--- src/rtl/seq_normalizer_if.sv ---
// Handshake and result bundle for seq_normalizer: a request side (start/A/mode)
// and a result side (busy/done/res/cnt/zero).
interface seq_normalizer_if #(
  parameter int N = 8
);
  localparam int CW = $clog2(N) + 1;

  logic          start;
  logic [N-1:0]  A;
  logic          mode;
  logic          busy;
  logic          done;
  logic [N-1:0]  res;
  logic [CW-1:0] cnt;
  logic          zero;

  modport master (
    output start, A, mode,
    input  busy, done, res, cnt, zero
  );

  modport slave (
    input  start, A, mode,
    output busy, done, res, cnt, zero
  );
endinterface

--- src/rtl/seq_normalizer.sv ---
// Sequential normalizer: shifts the captured operand one bit per cycle until the
// leading (mode 0) or trailing (mode 1) bit is set, reporting the shift count.
module seq_normalizer #(
  parameter int N = 8
) (
  input  logic          clk,
  input  logic          rst_n,
  seq_normalizer_if.slave bus
);
  localparam int CW = $clog2(N) + 1;

  typedef enum logic [1:0] {
    IDLE  = 2'd0,
    SHIFT = 2'd1,
    DONE  = 2'd2
  } state_t;

  state_t        state_r;
  logic [N-1:0]  work_r;
  logic          mode_r;
  logic [CW-1:0] count_r;
  logic [N-1:0]  res_r;
  logic [CW-1:0] cnt_r;
  logic          zero_r;
  logic          busy_r;
  logic          done_r;
  logic          target_s;

  assign bus.busy = busy_r;
  assign bus.done = done_r;
  assign bus.res  = res_r;
  assign bus.cnt  = cnt_r;
  assign bus.zero = zero_r;

  // Bit that ends the search: MSB for left-normalize, LSB for right-normalize.
  always_comb begin
    target_s = 1'b0;
    if (mode_r) begin
      target_s = work_r[0];
    end else begin
      target_s = work_r[N-1];
    end
  end

  // Control FSM with registered busy/done and result registers.
  // done is raised on leaving DONE so it appears one cycle after the result
  // registers load; a start seen while done is high is still part of the
  // finishing operation and is ignored.
  always_ff @(posedge clk) begin
    if (!rst_n) begin
      state_r <= IDLE;
      work_r  <= {N{1'b0}};
      mode_r  <= 1'b0;
      count_r <= {CW{1'b0}};
      res_r   <= {N{1'b0}};
      cnt_r   <= {CW{1'b0}};
      zero_r  <= 1'b0;
      busy_r  <= 1'b0;
      done_r  <= 1'b0;
    end else begin
      case (state_r)
        IDLE: begin
          done_r <= 1'b0;
          if (bus.start && !done_r) begin
            work_r  <= bus.A;
            mode_r  <= bus.mode;
            count_r <= {CW{1'b0}};
            busy_r  <= 1'b1;
            state_r <= SHIFT;
          end else begin
            busy_r  <= 1'b0;
            state_r <= IDLE;
          end
        end
        SHIFT: begin
          busy_r <= 1'b1;
          done_r <= 1'b0;
          if (work_r == {N{1'b0}}) begin
            res_r   <= {N{1'b0}};
            cnt_r   <= CW'(N);
            zero_r  <= 1'b1;
            state_r <= DONE;
          end else if (target_s) begin
            res_r   <= work_r;
            cnt_r   <= count_r;
            zero_r  <= 1'b0;
            state_r <= DONE;
          end else begin
            if (mode_r) begin
              work_r <= work_r >> 1;
            end else begin
              work_r <= work_r << 1;
            end
            count_r <= count_r + CW'(1);
            state_r <= SHIFT;
          end
        end
        DONE: begin
          busy_r  <= 1'b1;
          done_r  <= 1'b1;
          state_r <= IDLE;
        end
        default: begin
          busy_r  <= 1'b0;
          done_r  <= 1'b0;
          state_r <= IDLE;
        end
      endcase
    end
  end
endmodule

--- src/flat_wrapper.sv ---
// flat-port wrapper written by rule: the top's interface ports become plain ports
module seq_normalizer_flat 
#(
  parameter int N = 8
)
  (clk, rst_n, bus_start, bus_A, bus_mode, bus_busy, bus_done, bus_res, bus_cnt, bus_zero);
  seq_normalizer_if #(.N(N)) bus_i ();
  input  logic clk;
  input  logic rst_n;
  input wire logic [$bits(bus_i.start)-1:0] bus_start;
  input wire logic [$bits(bus_i.A)-1:0] bus_A;
  input wire logic [$bits(bus_i.mode)-1:0] bus_mode;
  output wire logic [$bits(bus_i.busy)-1:0] bus_busy;
  output wire logic [$bits(bus_i.done)-1:0] bus_done;
  output wire logic [$bits(bus_i.res)-1:0] bus_res;
  output wire logic [$bits(bus_i.cnt)-1:0] bus_cnt;
  output wire logic [$bits(bus_i.zero)-1:0] bus_zero;
  assign bus_i.start = bus_start;
  assign bus_i.A = bus_A;
  assign bus_i.mode = bus_mode;
  assign bus_busy = bus_i.busy;
  assign bus_done = bus_i.done;
  assign bus_res = bus_i.res;
  assign bus_cnt = bus_i.cnt;
  assign bus_zero = bus_i.zero;
  seq_normalizer #(.N(N)) u_core (.clk(clk), .rst_n(rst_n), .bus(bus_i));
endmodule
--- config.mk ---
export PLATFORM = sky130hd
export DESIGN_NAME = seq_normalizer_flat
export DESIGN_NICKNAME = d
export VERILOG_FILES = /design/src/rtl/seq_normalizer_if.sv /design/src/rtl/seq_normalizer.sv /design/src/flat_wrapper.sv
export SDC_FILE = /design/constraint.sdc
export NUM_CORES = 1
export LEC_CHECK = 0
export CORE_MARGIN = 2
export CORE_UTILIZATION = 55
export CTS_CLUSTER_DIAMETER = 150
export DETAILED_ROUTE_END_ITERATION = 8
export GPL_TIMING_DRIVEN = 0
export PLACE_DENSITY = 0.94
export SYNTH_ARGS = -nofsm -noshare
export SYNTH_HDL_FRONTEND = slang
export SYNTH_SLANG_ARGS = --single-unit
--- constraint.sdc ---
create_clock -name clk -period 3.5 [get_ports clk]
set_clock_uncertainty 0.2 [all_clocks]
set_input_delay 0.7 -clock clk [delete_from_list [all_inputs] [get_ports clk]]
set_output_delay 0.7 -clock clk [all_outputs]
set_load 0.1 [all_outputs]
==> out/metrics.sh, run 1 <==
FINALWORSTPATHREQUIREDPERIOD_NS=2.74
POST-CTS-SETUP-BUFFERS=0
VIAS=1249
WORST_SLEW_PIN_SLEW_NS=0.971
DR.PASS1.ITERS=4
CLOCKBUFFERDEPTH=2
CRITICAL_PATH_CELL_COUNT=1
PLACE_CONGESTION=0.905
SYNTHESIZED_AREA_DIVIDED_BY_SYNTHESIZED_CELL_COUNT_UM2=9.30
POSTSYNTHNETCOUNT=175
PEAK_FANOUT_ALONG_THE_CRITICAL_PATH=2
FINAL.SETUP.TNS_NS=0
COMBINED_AREA_OF_ALL_SYNTHESIZED_CELLS_UM2=1470
WORST_SETUP_PATH_ENDPOINT='bus_res[3]'
ENDPOINT_KIND='output pin'
TRITONCTS='yes'
DIE_W_UM=55.7
CORE.ROWCOUNT=18
CTS_HOLD_BUF=0
GRT_USAGE=0.224
POST_SYNTH_MOST_FREQUENT_CELLS='sky130_fd_sc_hd__dfxtp_1 (30), sky130_fd_sc_hd__nand2_1 (30), sky130_fd_sc_hd__mux2i_1 (27)'
PIN_COUNT_OF_THE_BIGGEST_NET_ENTERING_GLOBAL_ROUTING=11
GLOBALROUTE.BUSIESTLAYER='met2'
BOUNDARYPINS=27
REQUIRED_NS=2.60
SYNTHDOMINANTAREACELLTYPE='sky130_fd_sc_hd__dfxtp_1'
PATH_DELAY_FAMILY='buffers and inverters'
MAX-CAP-VIOLATIONS=0
NETLIST_TOP_CELLS_AREA='sky130_fd_sc_hd__dfxtp_1 (41%), sky130_fd_sc_hd__mux2i_1 (18%), sky130_fd_sc_hd__nand2_1 (7.7%)'
ANTENNA_VIOLATING_NETS_POST_ROUTE=0
CTS_ROOT_BUFFER='sky130_fd_sc_hd__clkbuf_4'
HOLD_SLACK_NS=0.267
GRT_ANTENNA_BEFORE_REPAIR=0
TIMING.FINAL.HOLD_VIOLATIONS=0
MAX-SLEW-MARGIN-REL=0.351
SETUP.WORST_PATH.CLASS='reg -> out'
ANTENNA-DIODE-COUNT=0
FINALCOREUTILIZATION=0.735
SLOWEST_STAGE='sky130_fd_sc_hd__clkdlybuf4s50_1'
LEAKAGEPOWER_nW=0.772
SLEW_VIOLATIONS=0
NETLIST.AREA_LEADER.SHARE=0.409
FINALCRITPERIODSHARE=0.782
WL_PER_CELL_UM=14.4
REMAINING_DRC_ERRORS=0
CTS.REPAIR.RESIZED=0
HOLD_PATH.CLASS='reg -> reg'
START_KIND='flop'
VIA_COUNT_NORMALIZED_BY_INSTANCE_COUNT=5.68
YOSYS_REGISTER_BITS=30
REGTOREGSETUPSLACK_NS=1.41
DIE_Y_UM=55.7
HTREE_DEPTH=2
SLOWEST_DELAY_NS=1.14
RSZ0062_AT_GRT='false'
START_UTIL=0.588
NUMBER_OF_GLOBAL_ROUTE_VIAS_BEFORE_REPAIR=1223
WORST_SETUP_PATH_STARTPOINT='u_core.bus.res[3]$_SDFFE_PN0P_'
WORST_EP_ARRIVAL_TIME_NS=1.84
CLK_PIN_SLEW_WORST_SETUP_HOLD_PATHS_NS=0.09
POST_SYNTH_NUM_CELL_TYPES=31
WORST_SKEW_PAIR.LATE_LATENCY_NS=0.33
ASYNC_SET_OR_RESET_FLOP_FRACTION_IN_THE_SYNTHESIZED_NETLIST=0
YS_SEQ_AREA_FRAC=0.409
SYNTH_EDF_COUNT=0
CTS.SINK_COUNT=30
OUTCOME='complete, no violations'
GLOBAL_ROUTE.OVERFLOW_TOTAL=0
DOMINANTREGCELLSYNTH='sky130_fd_sc_hd__dfxtp_1'
CRIT_CHAIN='clkdlybuf4s50_1'
PEAKVDDDROP_mV=0.453
CP.BUFFERS_INVERTERS=1
MET3_USAGE=0.0767
FP.DIEAREA_UM2=3100
GLOBALROUTEMET1UTIL=0.254
R2R-START='u_core.state_r[0]$_SDFF_PN0_'
R2R_CELL_COUNT=8
PORT_BUFFERS=25
GRT_FIRST_PASS_WIRELENGTH_UM=5420
DETAILEDROUTE.FIRSTITERATIONVIOLATIONS=30
SYN-INSTANCE-COUNT=158
TOTAL_POWER_DIVIDED_BY_CELL_AREA_nW_PER_UM2=630
AREA_DELTA_SYNTH_FINAL_PCT=25.1
POSTROUTEWIRELENGTH_UM=3180
FINAL_NETS=207
CRIT-REG2REG-CAPTURE='u_core.work_r[6]$_SDFFE_PN0P_'
LAYOUT-DRIVE-GT1-SHARE=0.0947
MET2_USAGE=0.396
LAYOUT.FILLER_CELLS=194
TRITONCTS.NUM_BUFFERS=5
YOSYS_WARNINGS=0
FINALSETUPVIOLCOUNT=0
ACHIEVABLE-FREQUENCY_MHz=366
CORE_REGION_AREA_UM2=2500
DETAILED_PLACE_HPWL_UM=2380
==> stage by stage <==
| stage | instances | setup WS [ns] | total power, mW | instance area, µm² |
|---|---|---|---|---|
| finish | 220 | 0.764 | 1.16 | 1840 |
| global route | 220 | 0.707 | 1.22 | 1840 |
| CTS | 220 | 0.759 | 1.16 | 1840 |
| detailed placement | 213 | 0.857 | 0.876 | 1760 |
| global placement | 213 | 0.914 | 0.860 | 1760 |
| floorplan | 158 | 1.28 | 0.779 | 1470 |
==> flip-flops by register name, indices dropped and copies added (netlist names) <==
register / count
u_core.mode_r: 1
u_core.count_r: 4
u_core.bus.done: 1
u_core.work_r: 8
u_core.bus.busy: 1
u_core.state_r: 2
u_core.bus.cnt: 4
u_core.bus.res: 8
u_core.bus.zero: 1
==> layout by cell type (no fill, tap or decap), drive strengths merged, types with 2 or more instances in the layout <==
cell           instances
nand3                  3
a21oi                  3
dfxtp                 30
clkbuf                11
buf                    6
nor2                   8
nor3                   2
mux2i                 28
nand2                 31
o211ai                 9
or4                    4
clkdlybuf4s50         25
a31oi                  2
o21ai                  4
ha                     5
inv                    8
==> area by class of cell <==
cell class / instances / area [µm²] / share of cell area
multi-input cells: 109 / 773 / 0.421
flip-flops and latches: 30 / 601 / 0.327
well taps: 30 / 37.5 / 0.0204
inverters: 8 / 30.0 / 0.0163
plain buffers: 11 / 65.1 / 0.0354
clock buffers: 6 / 51.3 / 0.0279
clock inverters: 1 / 30.0 / 0.0163
repair buffers: 25 / 250 / 0.136
==> worst min-delay path by stage <==
| stage | from | end | slack [ns] | depth (start not counted) |
|---|---|---|---|---|
| detailed placement | u_core.bus.cnt[1]$_SDFFE_PN0P_ | u_core.bus.cnt[1]$_SDFFE_PN0P_ | 0.25 | 2 |
| floorplan | u_core.count_r[3]$_SDFFE_PN0P_ | u_core.count_r[3]$_SDFFE_PN0P_ | 0.27 | 2 |
| global placement | u_core.bus.res[7]$_SDFFE_PN0P_ | u_core.bus.res[7]$_SDFFE_PN0P_ | 0.25 | 2 |
| finish | u_core.bus.res[1]$_SDFFE_PN0P_ | u_core.bus.res[1]$_SDFFE_PN0P_ | 0.27 | 2 |
| global route | u_core.bus.res[1]$_SDFFE_PN0P_ | u_core.bus.res[1]$_SDFFE_PN0P_ | 0.29 | 2 |
| CTS | u_core.bus.cnt[1]$_SDFFE_PN0P_ | u_core.bus.cnt[1]$_SDFFE_PN0P_ | 0.27 | 2 |
==> power breakdown <==
group | internal [mW] | switching [mW] | leakage [nW]
clock | 0.166 | 0.117 | 0.0443
sequential | 0.383 | 0.0373 | 0.244
combinational | 0.167 | 0.288 | 0.484
total | 0.716 | 0.442 | 0.772
==> metal layers <==
metal,wire length (µm),up-vias
li1,-,607
met1,1320,603
met2,1660,34
met3,166,5
met4,36,0
met5,0,-
==> cell families after synthesis <==
group | count (synthesis) | synth area share
and+or+nand+nor | 55 | 0.181
AOI/OAI and AO/OA | 21 | 0.103
adders and majority gates | 5 | 0.0426
buffers and inverters | 19 | 0.0647
muxes | 28 | 0.199
DFF | 30 | 0.409
Note: power is estimated with default switching activity, not from simulation.
==> inputs of run 2 (changes only) <==
--- a/config.mk
+++ b/config.mk
@@ -6,11 +6,11 @@
 export NUM_CORES = 1
 export LEC_CHECK = 0
 export CORE_MARGIN = 2
-export CORE_UTILIZATION = 55
+export CORE_UTILIZATION = 51
 export CTS_CLUSTER_DIAMETER = 150
 export DETAILED_ROUTE_END_ITERATION = 8
 export GPL_TIMING_DRIVEN = 0
-export PLACE_DENSITY = 0.94
+export PLACE_DENSITY = 0.89
 export SYNTH_ARGS = -nofsm -noshare
 export SYNTH_HDL_FRONTEND = slang
 export SYNTH_SLANG_ARGS = --single-unit
==> constraint.sdc (replaced) <==
create_clock -name clk -period 2.85 [get_ports clk]
set_clock_uncertainty 0.2 [all_clocks]
set_input_delay 0.57 -clock clk [delete_from_list [all_inputs] [get_ports clk]]
set_output_delay 0.57 -clock clk [all_outputs]
set_load 0.1 [all_outputs]
==> out/metrics.sh, run 2 (same netlist as run 1, synthesis figures left out) <==
OUTCOME='complete, no violations'
CTS_ROOT_BUFFER='sky130_fd_sc_hd__clkbuf_4'
GRT_FIRST_PASS_WIRELENGTH_UM=5520  # +1.8%
CTS.REPAIR.RESIZED=0  # unchanged
TRITONCTS='yes'
FIN_AREA_UM2=1820  # -0.88%
GRT_ANTENNA_BEFORE_REPAIR=0  # unchanged
REMAINING_DRC_ERRORS=0  # unchanged
ANTENNA-DIODE-COUNT=0  # unchanged
POST-CTS-SETUP-BUFFERS=0  # unchanged
POST_DP_CELL_AREA_UM2=1760  # about the same
SLEW_VIOLATIONS=0  # unchanged
TIMING.FINAL.HOLD_VIOLATIONS=0  # unchanged
CORE.ROWCOUNT=19  # +1
DETAILEDROUTE.FIRSTITERATIONVIOLATIONS=44  # +47%
FINALSETUPVIOLCOUNT=0  # unchanged
LEAKAGEPOWER_nW=0.762  # -1.3%
SLOWEST_STAGE='sky130_fd_sc_hd__clkdlybuf4s50_1'
MULTI_INPUT_COMB_AREA_UM2=773  # unchanged
TOTAL_POWER_DIVIDED_BY_CELL_AREA_nW_PER_UM2=742  # +18%
FINALCRITPERIODSHARE=0.908
PIN_COUNT_OF_THE_BIGGEST_NET_ENTERING_GLOBAL_ROUTING=11  # unchanged
SLOWEST_DELAY_NS=1.14  # about the same
CLK_PIN_SLEW_WORST_SETUP_HOLD_PATHS_NS=0.10  # about the same
POWER_SWITCHING_uW=558  # +26%
FP.DIEAREA_UM2=3330  # +7.3%
START_UTIL=0.533  # -0.0549
POWER.INTERNAL_uW=794  # +11%
PLACE_CONGESTION=0.879  # -2.9%
RSZ0062_AT_GRT='false'
ACHIEVABLE-FREQUENCY_MHz=387
FINAL_NETS=207  # unchanged
MOST_FREQUENT_CELLS_IN_THE_LAYOUT='sky130_fd_sc_hd__nand2_1 (30), sky130_fd_sc_hd__dfxtp_1 (30), sky130_fd_sc_hd__mux2i_1 (27), sky130_fd_sc_hd__clkdlybuf4s50_1 (25), sky130_fd_sc_hd__o211ai_1 (9)'
DR.PASS1.ITERS=4  # unchanged
POSTROUTEWIRELENGTH_UM=3320  # +4.4%
P_SEQ_FRAC=0.382  # +0.019
CP.BUFFERS_INVERTERS=1  # unchanged
VIA_COUNT_NORMALIZED_BY_INSTANCE_COUNT=5.75  # +1.3%
CRIT_CHAIN='clkdlybuf4s50_1'
POWER.SWITCHING_FRACTION=0.413  # +0.0311
WORST_SKEW_PAIR.LATE_LATENCY_NS=0.33  # about the same
TRITONCTS.NUM_BUFFERS=5  # unchanged
HOLD_PATH.CLASS='reg -> reg'
MAX-CAP-VIOLATIONS=0  # unchanged
HTREE_DEPTH=2  # unchanged
PORT_BUFFERS=25  # unchanged
POST-PLACE-WS_NS=0.334  # -0.523 ns
CORE_REGION_AREA_UM2=2760  # +10%
FINAL.SETUP.TNS_NS=0  # unchanged
PATH_DELAY_FAMILY='buffers and inverters'
AREA_DELTA_SYNTH_FINAL_PCT=24.0
PEAK_FANOUT_ALONG_THE_CRITICAL_PATH=2  # unchanged
FINALWORSTSETUPSLACK_NS=0.263  # -0.501 ns
WL_PER_CELL_UM=15.0  # +3.5%
POWER.CLOCK.FRACTION=0.202  # -0.042
CTS.SINK_COUNT=30  # unchanged
PEAKVDDDROP_mV=0.603  # +33%
MAX-SLEW-MARGIN-REL=0.348  # -0.00275
DIE_W_UM=57.7  # +3.6%
CLOCKBUFFERDEPTH=2  # unchanged
START_KIND='flop'
DIE_Y_UM=57.7  # +3.6%
WORST_EP_ARRIVAL_TIME_NS=1.82  # -0.02 ns
POWER.SHARE.COMBINATIONAL=0.417  # +0.024
VIAS=1277  # +2.2%
BOUNDARYPINS=27  # unchanged
FINALWORSTPATHREQUIREDPERIOD_NS=2.59
DETAILED_PLACE_HPWL_UM=2450  # +2.8%
GRT_USAGE=0.225  # +0.000707
NUMBER_OF_GLOBAL_ROUTE_VIAS_BEFORE_REPAIR=1299  # +6.2%
WORST_SLEW_PIN_SLEW_NS=0.975  # +0.00411 ns
CTS_HOLD_BUF=0  # unchanged
LAYOUT-DRIVE-GT1-SHARE=0.0995  # +0.00474
LAYOUT.FILLER_CELLS=237  # +22%
SETUP.WORST_PATH.CLASS='reg -> out'
ANTENNA_VIOLATING_NETS_POST_ROUTE=0  # unchanged
REGISTER_AREA_UM2=601  # unchanged
REQUIRED_NS=2.08  # -0.52 ns
GLOBAL_ROUTE.OVERFLOW_TOTAL=0  # unchanged
ENDPOINT_KIND='output pin'
## run 2: changes by cell type in the layout (fill, tap and decap cells not counted), sizes merged
cell	change
bufinv	-1
clkinv	+1
clkinvlp	+1
## run 2: power groups by stage
stage	clock network, mW	logic [mW]	registers [mW]
3_5_place_dp	0	0.557	0.524
2_1_floorplan	0	0.326	0.631
5_1_grt	0.302	0.603	0.521
6_report	0.273	0.563	0.516
4_1_cts	0.279	0.561	0.515
3_3_place_gp	0	0.537	0.520
## run 2: path summary, 6_finish.rpt
path	from	depth (start not counted)	to	slack [ns]
hold / removal	u_core.bus.res[4]$_SDFFE_PN0P_	2	u_core.bus.res[4]$_SDFFE_PN0P_	0.27
setup / recovery	u_core.bus.res[3]$_SDFFE_PN0P_	1	bus_res[3]	0.26
hold reg to reg	u_core.bus.res[4]$_SDFFE_PN0P_	2	u_core.bus.res[4]$_SDFFE_PN0P_	0.27
setup reg to reg	u_core.state_r[0]$_SDFF_PN0_	8	u_core.work_r[6]$_SDFFE_PN0P_	0.70
## run 2: per-layer routing
layer,vias up,share of wire,routed length (µm),track usage
met1,609,0.39,1290,0.227
met3,8,0.068,226,0.0893
met4,0,0.017,55,0.0997
met5,-,0,0,0
li1,607,-,-,-
met2,53,0.53,1750,0.406
## run 2: worst min-delay path, cell delays in order, from the launching register on
cell and delay, ns:
sky130_fd_sc_hd__dfxtp_1 0.32, sky130_fd_sc_hd__nand2_1 0.05, sky130_fd_sc_hd__mux2i_1 0.06
## run 2: area by class of cell
cell class | instances | area share
clock inverters | 2 | 0.00687
multi-input cells | 109 | 0.424
plain buffers | 11 | 0.0357
clock buffers | 6 | 0.0282
repair buffers | 25 | 0.137
inverters | 8 | 0.0165
well taps | 31 | 0.0213
flip-flops and latches | 30 | 0.330
## run 2: per-stage QoR
step | instances | total power [mW] | util | hold slack (ns)
finish | 222 | 1.35 | 0.661 | 0.266
global route | 222 | 1.43 | 0.661 | 0.297
CTS | 222 | 1.35 | 0.661 | 0.271
detailed placement | 214 | 1.08 | 0.637 | 0.257
global placement | 214 | 1.06 | 0.637 | 0.247
floorplan | 158 | 0.957 | - | 0.268
==> inputs of run 3 (changes only) <==
--- a/config.mk
+++ b/config.mk
@@ -5,7 +5,6 @@
 export SDC_FILE = /design/constraint.sdc
 export NUM_CORES = 1
 export LEC_CHECK = 0
-export CORE_MARGIN = 2
 export CORE_UTILIZATION = 51
 export CTS_CLUSTER_DIAMETER = 150
 export DETAILED_ROUTE_END_ITERATION = 8
==> out/metrics.sh, run 3 (same netlist as run 1, synthesis figures left out) <==
OUTCOME='complete, no violations'
FIN_AREA_UM2=1830  # +0.62%
DIE_W_UM=55.7  # -3.5%
REMAINING_DRC_ERRORS=0  # unchanged
ENDPOINT_KIND='output pin'
ANTENNA_VIOLATING_NETS_POST_ROUTE=0  # unchanged
HP-START='u_core.bus.res[0]$_SDFFE_PN0P_'
GLOBAL_ROUTE.OVERFLOW_TOTAL=0  # unchanged
RSZ0062_AT_GRT='false'
POST_DP_CELL_AREA_UM2=1760  # unchanged
VIAS=1233  # -3.4%
CORE_REGION_AREA_UM2=2730  # -0.86%
SETUP.WORST_PATH.CLASS='reg -> out'
POST-CTS-SETUP-BUFFERS=0  # unchanged
TRITONCTS='yes'
PORT_BUFFERS=25  # unchanged
CLOCKBUFFERDEPTH=2  # unchanged
DR.PASS1.ITERS=4  # unchanged
REQUIRED_NS=2.08  # about the same
VIA_COUNT_NORMALIZED_BY_INSTANCE_COUNT=5.55  # -3.4%
BOUNDARYPINS=27  # unchanged
POST-PLACE-WS_NS=0.357  # +0.0233 ns
WORST_SLEW_PIN_SLEW_NS=0.973  # -0.00227 ns
FINALWORSTSETUPSLACK_NS=0.255  # -0.00786 ns
PLACE_CONGESTION=0.907  # +3.1%
REPORT.POWER.TOTAL_mW=1.39  # +3.1%
ANTENNA-DIODE-COUNT=0  # unchanged
PEAK_FANOUT_ALONG_THE_CRITICAL_PATH=2  # unchanged
TOTAL_POWER_DIVIDED_BY_CELL_AREA_nW_PER_UM2=760  # +2.4%
GRT_ANTENNA_BEFORE_REPAIR=0  # unchanged
SLOWEST_DELAY_NS=1.14  # about the same
CTS.REPAIR.RESIZED=0  # unchanged
WORST_EP_ARRIVAL_TIME_NS=1.82  # about the same
MOST_FREQUENT_CELLS_IN_THE_LAYOUT='sky130_fd_sc_hd__nand2_1 (30), sky130_fd_sc_hd__dfxtp_1 (30), sky130_fd_sc_hd__mux2i_1 (27), sky130_fd_sc_hd__clkdlybuf4s50_1 (25), sky130_fd_sc_hd__o211ai_1 (9)'
LAYOUT.FILLER_CELLS=218  # -8.0%
DIE_Y_UM=55.7  # -3.5%
HOLD_SLACK_NS=0.268  # +0.00241 ns
SLEW_VIOLATIONS=0  # unchanged
CTS_HOLD_BUF=0  # unchanged
POSTROUTEWIRELENGTH_UM=3050  # -8.1%
MAX-SLEW-MARGIN-REL=0.349  # +0.00152
TIMING.FINAL.HOLD_VIOLATIONS=0  # unchanged
FINALSETUPVIOLCOUNT=0  # unchanged
MAX-CAP-VIOLATIONS=0  # unchanged
FINALCOREUTILIZATION=0.670  # +0.00986
DETAILED_PLACE_HPWL_UM=2240  # -8.2%
FINAL-INSTANCE-COUNT-EXCL-FILL=222  # unchanged
CRIT-REG2REG-CAPTURE='u_core.work_r[1]$_SDFFE_PN0P_'
CLK_PIN_SLEW_WORST_SETUP_HOLD_PATHS_NS=0.09  # about the same
ACHIEVABLE-FREQUENCY_MHz=385  # -0.30%
WL_PER_CELL_UM=13.7  # -8.1%
HOLD_PATH.CLASS='reg -> reg'
START_KIND='flop'
PEAKVDDDROP_mV=0.579  # -4.0%
NUMBER_OF_GLOBAL_ROUTE_VIAS_BEFORE_REPAIR=1181  # -9.1%
FINALWORSTPATHREQUIREDPERIOD_NS=2.59  # +0.00786 ns
PATH_DELAY_FAMILY='buffers and inverters'
DETAILEDROUTE.FIRSTITERATIONVIOLATIONS=18  # -59%
CRIT_CHAIN='clkdlybuf4s50_1'
HTREE_DEPTH=2  # unchanged
PIN_COUNT_OF_THE_BIGGEST_NET_ENTERING_GLOBAL_ROUTING=11  # unchanged
LEAKAGEPOWER_nW=0.767  # +0.69%
GRT_FIRST_PASS_WIRELENGTH_UM=5170  # -6.4%
GRT_USAGE=0.210  # -0.0151
SLOWEST_STAGE='sky130_fd_sc_hd__clkdlybuf4s50_1'
FP.DIEAREA_UM2=3100  # -6.8%
CTS.SINK_COUNT=30  # unchanged
DPL.CELL_COUNT=214  # unchanged
TRITONCTS.NUM_BUFFERS=5  # unchanged
CP.BUFFERS_INVERTERS=1  # unchanged
CTS_ROOT_BUFFER='sky130_fd_sc_hd__clkbuf_4'
WORST_SKEW_PAIR.LATE_LATENCY_NS=0.32  # about the same
REGTOREGSETUPSLACK_NS=0.78  # +0.08 ns
LAYOUT-DRIVE-GT1-SHARE=0.0890  # -0.0105
FINAL.SETUP.TNS_NS=0  # unchanged
WORST_HOLD_END='u_core.bus.res[0]$_SDFFE_PN0P_'
START_UTIL=0.537  # +0.00463
R2R_CELL_COUNT=8  # unchanged
CORE.ROWCOUNT=19  # unchanged
FINALCRITPERIODSHARE=0.910  # +0.00276
R2R-START='u_core.state_r[1]$_SDFF_PN0_'
HOLD_PATH_DEPTH=2  # unchanged
AREA_DELTA_SYNTH_FINAL_PCT=24.8
FINAL_NETS=207  # unchanged
run 3: cell types whose count changed in the layout (fill, tap and decap cells not counted), sizes merged:
cell and change:
clkinvlp -1, bufinv +1, clkbuf +1, clkinv -1
run 3: worst reg2reg max path, stage by stage (launching register included):
cell	delay (ns)
sky130_fd_sc_hd__dfxtp_1	0.34
sky130_fd_sc_hd__inv_1	0.09
sky130_fd_sc_hd__ha_1	0.17
sky130_fd_sc_hd__and3b_1	0.15
sky130_fd_sc_hd__clkbuf_1	0.22
sky130_fd_sc_hd__a21oi_1	0.12
sky130_fd_sc_hd__or3b_1	0.38
sky130_fd_sc_hd__buf_6	0.17
sky130_fd_sc_hd__mux2i_1	0.13
run 3: cell type report:
cell class / instances / area [µm²] / area share
plain buffers: 11 / 65.1 / 0.0355
clock buffers: 7 / 45.0 / 0.0246
clock inverters: 1 / 30.0 / 0.0164
inverters: 8 / 30.0 / 0.0164
multi-input cells: 109 / 773 / 0.422
flip-flops and latches: 30 / 601 / 0.328
well taps: 31 / 38.8 / 0.0212
repair buffers: 25 / 250 / 0.137
run 3: how the worst max path moves through the flow:
stage	slack, ns	from	cells after the start	to
after floorplan	0.63	u_core.bus.done$_SDFF_PN0_	6	u_core.work_r[0]$_SDFFE_PN0P_
after global placement	0.39	bus_start	7	u_core.work_r[5]$_SDFFE_PN0P_
after detailed placement	0.36	bus_start	7	u_core.work_r[2]$_SDFFE_PN0P_
after CTS	0.26	u_core.bus.res[6]$_SDFFE_PN0P_	1	bus_res[6]
after global routing	0.21	u_core.bus.cnt[2]$_SDFFE_PN0P_	1	bus_cnt[2]
final	0.26	u_core.bus.res[2]$_SDFFE_PN0P_	1	bus_res[2]
run 3: power breakdown:
part | internal [mW] | switching [mW]
clock network | 0.186 | 0.141
registers | 0.470 | 0.0453
logic | 0.204 | 0.346
run 3: metal layers:
metal	global-route usage	routed length (µm)	up-vias	share of wire
met3	0.0535	185	6	0.061
met1	0.239	1320	583	0.43
met4	0.0714	36	0	0.012
li1	-	-	605	-
met5	0	0	-	0
met2	0.379	1510	39	0.50
